$ cat src/rtl/asrv32_wb_retire.sv
// Write-back / retire stage: in-order retire queue with load-response matching,
// trap / MRET redirect, and discard of responses belonging to flushed loads.
module asrv32_wb_retire #(
    parameter int unsigned     XLEN     = 32,
    parameter int unsigned     DEPTH    = 4,
    parameter logic [XLEN-1:0] PC_RESET = '0
) (
    input  logic            i_clk,
    input  logic            i_rst,
    // memory-stage entries
    input  logic            i_valid,
    output logic            o_ready,
    input  logic            i_is_load,
    input  logic            i_wr_rd_en,
    input  logic [4:0]      i_rd_addr,
    input  logic [XLEN-1:0] i_rd_data,
    input  logic            i_go_to_trap,
    input  logic            i_return_from_trap,
    input  logic [XLEN-1:0] i_trap_address,
    input  logic [XLEN-1:0] i_return_address,
    // in-order load responses
    input  logic            i_ld_valid,
    input  logic [XLEN-1:0] i_ld_data,
    // retire outputs
    output logic            o_wr_rd_en,
    output logic [4:0]      o_rd_addr,
    output logic [XLEN-1:0] o_rd_data,
    output logic            o_change_pc,
    output logic [XLEN-1:0] o_next_pc,
    output logic            o_flush,
    output logic            o_stall,
    output logic [63:0]     o_retired
);

    localparam int unsigned PW = (DEPTH > 1) ? $clog2(DEPTH) : 1;
    localparam int unsigned CW = $clog2(DEPTH + 1);
    localparam logic [CW-1:0] DepthC = CW'(DEPTH);

    typedef enum logic {StNormal, StDrain} state_e;

    // queue storage
    logic            q_is_load  [DEPTH];
    logic            q_wr_rd_en [DEPTH];
    logic [4:0]      q_rd_addr  [DEPTH];
    logic [XLEN-1:0] q_rd_data  [DEPTH];
    logic            q_trap     [DEPTH];
    logic            q_mret     [DEPTH];
    logic [XLEN-1:0] q_taddr    [DEPTH];
    logic [XLEN-1:0] q_raddr    [DEPTH];

    logic [PW-1:0] rd_ptr_q, wr_ptr_q;
    logic [CW-1:0] count_q;
    logic [CW-1:0] disc_q;
    state_e        state_q;

    logic          accept, retire, redirect, normal_retire;
    logic [CW-1:0] flush_loads;

    logic            head_is_load, head_wr, head_trap, head_mret;
    logic [4:0]      head_rd;
    logic [XLEN-1:0] head_data, head_taddr, head_raddr;

    assign head_is_load = q_is_load[rd_ptr_q];
    assign head_wr      = q_wr_rd_en[rd_ptr_q];
    assign head_rd      = q_rd_addr[rd_ptr_q];
    assign head_data    = q_rd_data[rd_ptr_q];
    assign head_trap    = q_trap[rd_ptr_q];
    assign head_mret    = q_mret[rd_ptr_q];
    assign head_taddr   = q_taddr[rd_ptr_q];
    assign head_raddr   = q_raddr[rd_ptr_q];

    assign o_ready = (count_q < DepthC) && (state_q == StNormal);
    assign o_stall = !o_ready;
    assign accept  = i_valid && o_ready;

    // A load head may only retire on a response that is not owed to a flushed load.
    assign retire        = (count_q != '0) &&
                           (!head_is_load || (i_ld_valid && (disc_q == '0)));
    assign redirect      = retire && (head_trap || head_mret);
    assign normal_retire = retire && !redirect;

    // Count loads dropped by a redirect: younger queued loads plus a same-edge accepted load.
    always_comb begin
        flush_loads = '0;
        for (int unsigned i = 1; i < DEPTH; i++) begin
            if ((CW'(i) < count_q) && q_is_load[rd_ptr_q + PW'(i)]) begin
                flush_loads = flush_loads + CW'(1);
            end
        end
        if (accept && i_is_load) begin
            flush_loads = flush_loads + CW'(1);
        end
    end

    // Queue storage write; contents need no reset since count gates validity.
    always_ff @(posedge i_clk) begin
        if (accept) begin
            q_is_load[wr_ptr_q]  <= i_is_load;
            q_wr_rd_en[wr_ptr_q] <= i_wr_rd_en;
            q_rd_addr[wr_ptr_q]  <= i_rd_addr;
            q_rd_data[wr_ptr_q]  <= i_rd_data;
            q_trap[wr_ptr_q]     <= i_go_to_trap;
            q_mret[wr_ptr_q]     <= i_return_from_trap;
            q_taddr[wr_ptr_q]    <= i_trap_address;
            q_raddr[wr_ptr_q]    <= i_return_address;
        end
    end

    // Queue pointers, discard counter and NORMAL/DRAIN state machine.
    always_ff @(posedge i_clk or posedge i_rst) begin
        if (i_rst) begin
            rd_ptr_q <= '0;
            wr_ptr_q <= '0;
            count_q  <= '0;
            disc_q   <= '0;
            state_q  <= StNormal;
        end else if (redirect) begin
            rd_ptr_q <= '0;
            wr_ptr_q <= '0;
            count_q  <= '0;
            disc_q   <= flush_loads;
            state_q  <= StDrain;
        end else begin
            if (accept) begin
                wr_ptr_q <= wr_ptr_q + PW'(1);
            end
            if (retire) begin
                rd_ptr_q <= rd_ptr_q + PW'(1);
            end
            count_q <= count_q + CW'(accept) - CW'(retire);
            if (i_ld_valid && (disc_q != '0)) begin
                disc_q <= disc_q - CW'(1);
            end
            if (state_q == StDrain) begin
                if ((disc_q == '0) || ((disc_q == CW'(1)) && i_ld_valid)) begin
                    state_q <= StNormal;
                end
            end
        end
    end

    // Registered retire outputs: regfile write, redirect pulse and retire counter.
    always_ff @(posedge i_clk or posedge i_rst) begin
        if (i_rst) begin
            o_wr_rd_en  <= 1'b0;
            o_rd_addr   <= '0;
            o_rd_data   <= '0;
            o_change_pc <= 1'b0;
            o_flush     <= 1'b0;
            o_next_pc   <= PC_RESET;
            o_retired   <= '0;
        end else begin
            o_wr_rd_en  <= normal_retire && head_wr && (head_rd != '0);
            o_change_pc <= redirect;
            o_flush     <= redirect;
            if (normal_retire) begin
                o_rd_addr <= head_rd;
                o_rd_data <= head_is_load ? i_ld_data : head_data;
            end
            if (redirect) begin
                o_next_pc <= head_trap ? head_taddr : head_raddr;
            end
            // MRET counts as retired; a trapping entry does not.
            if (normal_retire || (redirect && !head_trap)) begin
                o_retired <= o_retired + 64'd1;
            end
        end
    end

endmodule
$ cat config.mk
export PLATFORM = sky130hd
export DESIGN_NAME = asrv32_wb_retire
export DESIGN_NICKNAME = d
export VERILOG_FILES = /design/src/rtl/asrv32_wb_retire.sv
export SDC_FILE = /design/constraint.sdc
export NUM_CORES = 1
export LEC_CHECK = 0
export BUFFER_PORTS_ARGS = -buffer_cell sky130_fd_sc_hd__buf_2
export CORE_ASPECT_RATIO = 1.1
export CORE_UTILIZATION = 50
export DETAILED_ROUTE_END_ITERATION = 8
export HOLD_SLACK_MARGIN = 0.1
export PLACE_DENSITY = 0.67
export SKIP_LAST_GASP = 1
export SYNTH_ARGS = -nofsm -noshare
export SYNTH_HDL_FRONTEND = slang
export SYNTH_SLANG_ARGS = --single-unit
$ cat constraint.sdc
create_clock -name i_clk -period 9.2 [get_ports i_clk]
set_input_delay 1.84 -clock i_clk [delete_from_list [all_inputs] [get_ports i_clk]]
set_output_delay 1.84 -clock i_clk [all_outputs]
set_load 0.02 [all_outputs]
==> metrics.yaml <==
status: "complete, no violations"
post_drt_wl_per_cell_um: 21.1
ctsResizeCount: 0
hold_viol_final: 0
die_y_um: 223
seq_area_um2: 16300
yosysMostFrequentCell: "edfxtp_1"
synth_common_cells: "edfxtp_1, dfrtp_1, mux4_2"
grt_use_met2_pct: 34.4
grt_pass1_wl_um: 69500
max_freq_mhz: 204
track_usage_pct: 20.4
grt-busiest-layer: "met2"
dieWidth_um: 203
synthesis.nets: 1379
dp_hpwl_um: 27300
synthCells: 1222
rows: 80
leakage_nw: 9.57
portBuffers: 278
place_congestion: 0.829
powerDensity_nw_per_um2: 295
drcViolationCount: 0
clk_pin_slew_worst_paths_ns: 0.06
gr-total-overflow: 0
whs_path_depth: 1
io_pins: 279
cts_root_buf: "clkbuf_16"
synth-edff-count: 420
tritoncts: "built"
start_util_pct: 50.8
synth.distinct_cells: 47
grt_pass1_vias: 12019
syn2layout_area_growth_pct: 17.7
via_per_inst: 5.53
netlist_area_um2: 22100
finalWorstSetupSlack_ns: 4.31
slowest_stage: "dfrtp_4"
setup_tns_ns: 0
finalSetupViolations: 0
drt_wl_total_um: 45000
synthTopCellsByArea: "edfxtp_1, dfrtp_1, mux4_2"
worstSetupStartpointType: "register"
die_area_um2: 45100
fin_crit_ns: 4.89
final_cells: 2138
drtAntennaViolNets: 0
reg2regPathDepth: 8
async_reset_ff_share_pct: 25.8
cp_max_fo: 43
synth_top_area_share_pct: 57.0
slew_headroom_pct: 18.7
grt_util_met1_pct: 26.5
cts_post_setup_buffers_inserted: 0
final.period_utilization_pct: 53.2
multiInputGateArea_um2: 5580
initialDrtViolationCount: 672
grt_max_degree: 96
drive_gt1_share_pct: 31.7
crit_type: "register to register"
crit_path_cell_trace: "buf_4, mux4_2, buf_4, a211o_1, or4_1, nor4_4, nand4_1, xnor2_1"
dr_total_vias: 11824
num-fill-cells: 3334
finClkSkew_ns: 0.0127
tightest_slew_ns: 1.21
max_stage_delay_ns: 0.86
cp.arrival_ns: 5.37
htreeDepth: 2
hold_buffers: 0
dp_slack_ns: 4.21
ys_ff_latch: 566
clock_sinks: 566
antenna_found_initial: 10
peakVddDrop_v: 0.000200
crit_top_cell: "buf_4"
drv_slew: 0
rsz0062_at_grt: "false"
fin_util_pct: 59.8
syn_avg_cell_area_um2: 18.1
use_met3_pct: 4.34
drtPass1Iterations: 5
cp.required_ns: 9.68
layout.nets: 1671
hp-class: "register to register"
drv_cap: 0
clock_latency_ns: 0.60
synth_top_area_cell: "edfxtp_1"
end_kind: "register"
ys.flop_type: "edfxtp_1"
coreArea_um2: 43500
ys_warn_count: 0
cts_buffer_depth: 3
numCtsBuffers: 56
dpl.cell_count: 2030
yosysSeqAreaShare_pct: 73.6
-- worst paths after layout --
kind | slack, ns | endpoint | from
min in group asynchronous | 1.45 | o_rd_data[20] | i_rst
max reg2reg | 4.31 | o_retired[54] | rd_ptr_q[0]
max | 4.31 | o_retired[54] | rd_ptr_q[0]
min reg2reg | 0.47 | o_retired[63] | o_retired[63]
max in group asynchronous | 6.50 | o_next_pc[14] | i_rst
min | 0.47 | o_retired[63] | o_retired[63]
-- stage by stage --
step | hold slack, ns | instance area [um^2] | power, W
finish | 0.475 | 26000 | 0.00768
global route | 0.504 | 26000 | 0.00806
CTS | 0.485 | 26000 | 0.00778
detailed placement | 0.471 | 24100 | 0.00542
global placement | 0.467 | 24100 | 0.00537
floorplan | 0.477 | 22100 | 0.00482
-- area by class of cell --
cell class                      count  share of cell area [%]
Clock buffer                       78                    5.98
Inverter                           19                   0.293
Tap cell                          574                    2.76
Multi-Input combinational cell    582                    21.4
Clock inverter                     28                    1.34
Timing Repair Buffer              289                    5.66
Sequential cell                   566                    62.5
Antenna cell                        2                  0.0192
-- report_power, final --
group	switching, W	internal (W)
Sequential	0.000229	0.00312
Combinational	0.00114	0.000843
Clock	0.000942	0.00140
-- sequential cells by signal, indices dropped and copies added (netlist names), 2 cells and up --
name and flops:
o_rd_addr 5, wr_ptr_q 2, o_next_pc 32, q_raddr 128, q_mret 4, q_taddr 128
count_q 3, q_rd_addr 20, o_retired 64, q_wr_rd_en 4, q_rd_data 128, rd_ptr_q 2
disc_q 3, o_rd_data 32, q_is_load 4, q_trap 4
-- per-layer routing --
layer  up-vias  routed length [um]
met5         -                 112
met4        18                1050
met3        85                2700
met2       322               22600
met1      6054               18600
li1       5345                   -
-- critical path, delay by kind of cell (launching register included) --
| family | cells | cell delay [ns] |
|---|---|---|
| AOI/OAI and AO/OA | 1 | 0.51 |
| xor gates and xnor gates | 1 | 0.15 |
| buffers and inverters | 2 | 1.19 |
| DFF | 1 | 0.86 |
| muxes | 1 | 0.59 |
| and+or+nand+nor | 3 | 1.43 |
-- cell usage in the layout (no fill, tap or decap), types with 6 or more instances in the layout --
| master | Yosys | routed |
|---|---|---|
| edfxtp_1 | 420 | 420 |
| buf_2 | 5 | 278 |
| dfrtp_1 | 146 | 144 |
| mux4_2 | 105 | 105 |
| nor2_1 | 86 | 85 |
| a21oi_1 | 72 | 72 |
| mux2i_1 | 69 | 69 |
| clkbuf_16 | 0 | 57 |
| xnor2_1 | 47 | 47 |
| nand2_1 | 38 | 38 |
| nand4_1 | 26 | 26 |
| xor2_1 | 21 | 21 |
| inv_1 | 17 | 16 |
| clkbuf_1 | 29 | 16 |
| nand3_1 | 15 | 15 |
| ha_1 | 15 | 15 |
| and3_1 | 18 | 14 |
| clkinv_2 | 0 | 11 |
| buf_4 | 1 | 11 |
| nor3_1 | 10 | 10 |
| and4_1 | 8 | 8 |
| bufinv_16 | 0 | 8 |
| and2_1 | 7 | 6 |
| mux2_1 | 6 | 6 |
-- logic make-up after synthesis --
logic type,after synthesis,share of synthesized area [%]
mux,180,14.1
xor+xnor,68,2.69
fa+ha+maj,16,0.939
buf+inv,74,1.34
flops,566,73.6
simple gates,231,5.26
compound gates,87,2.08
Power figures use the tool's default switching activity.
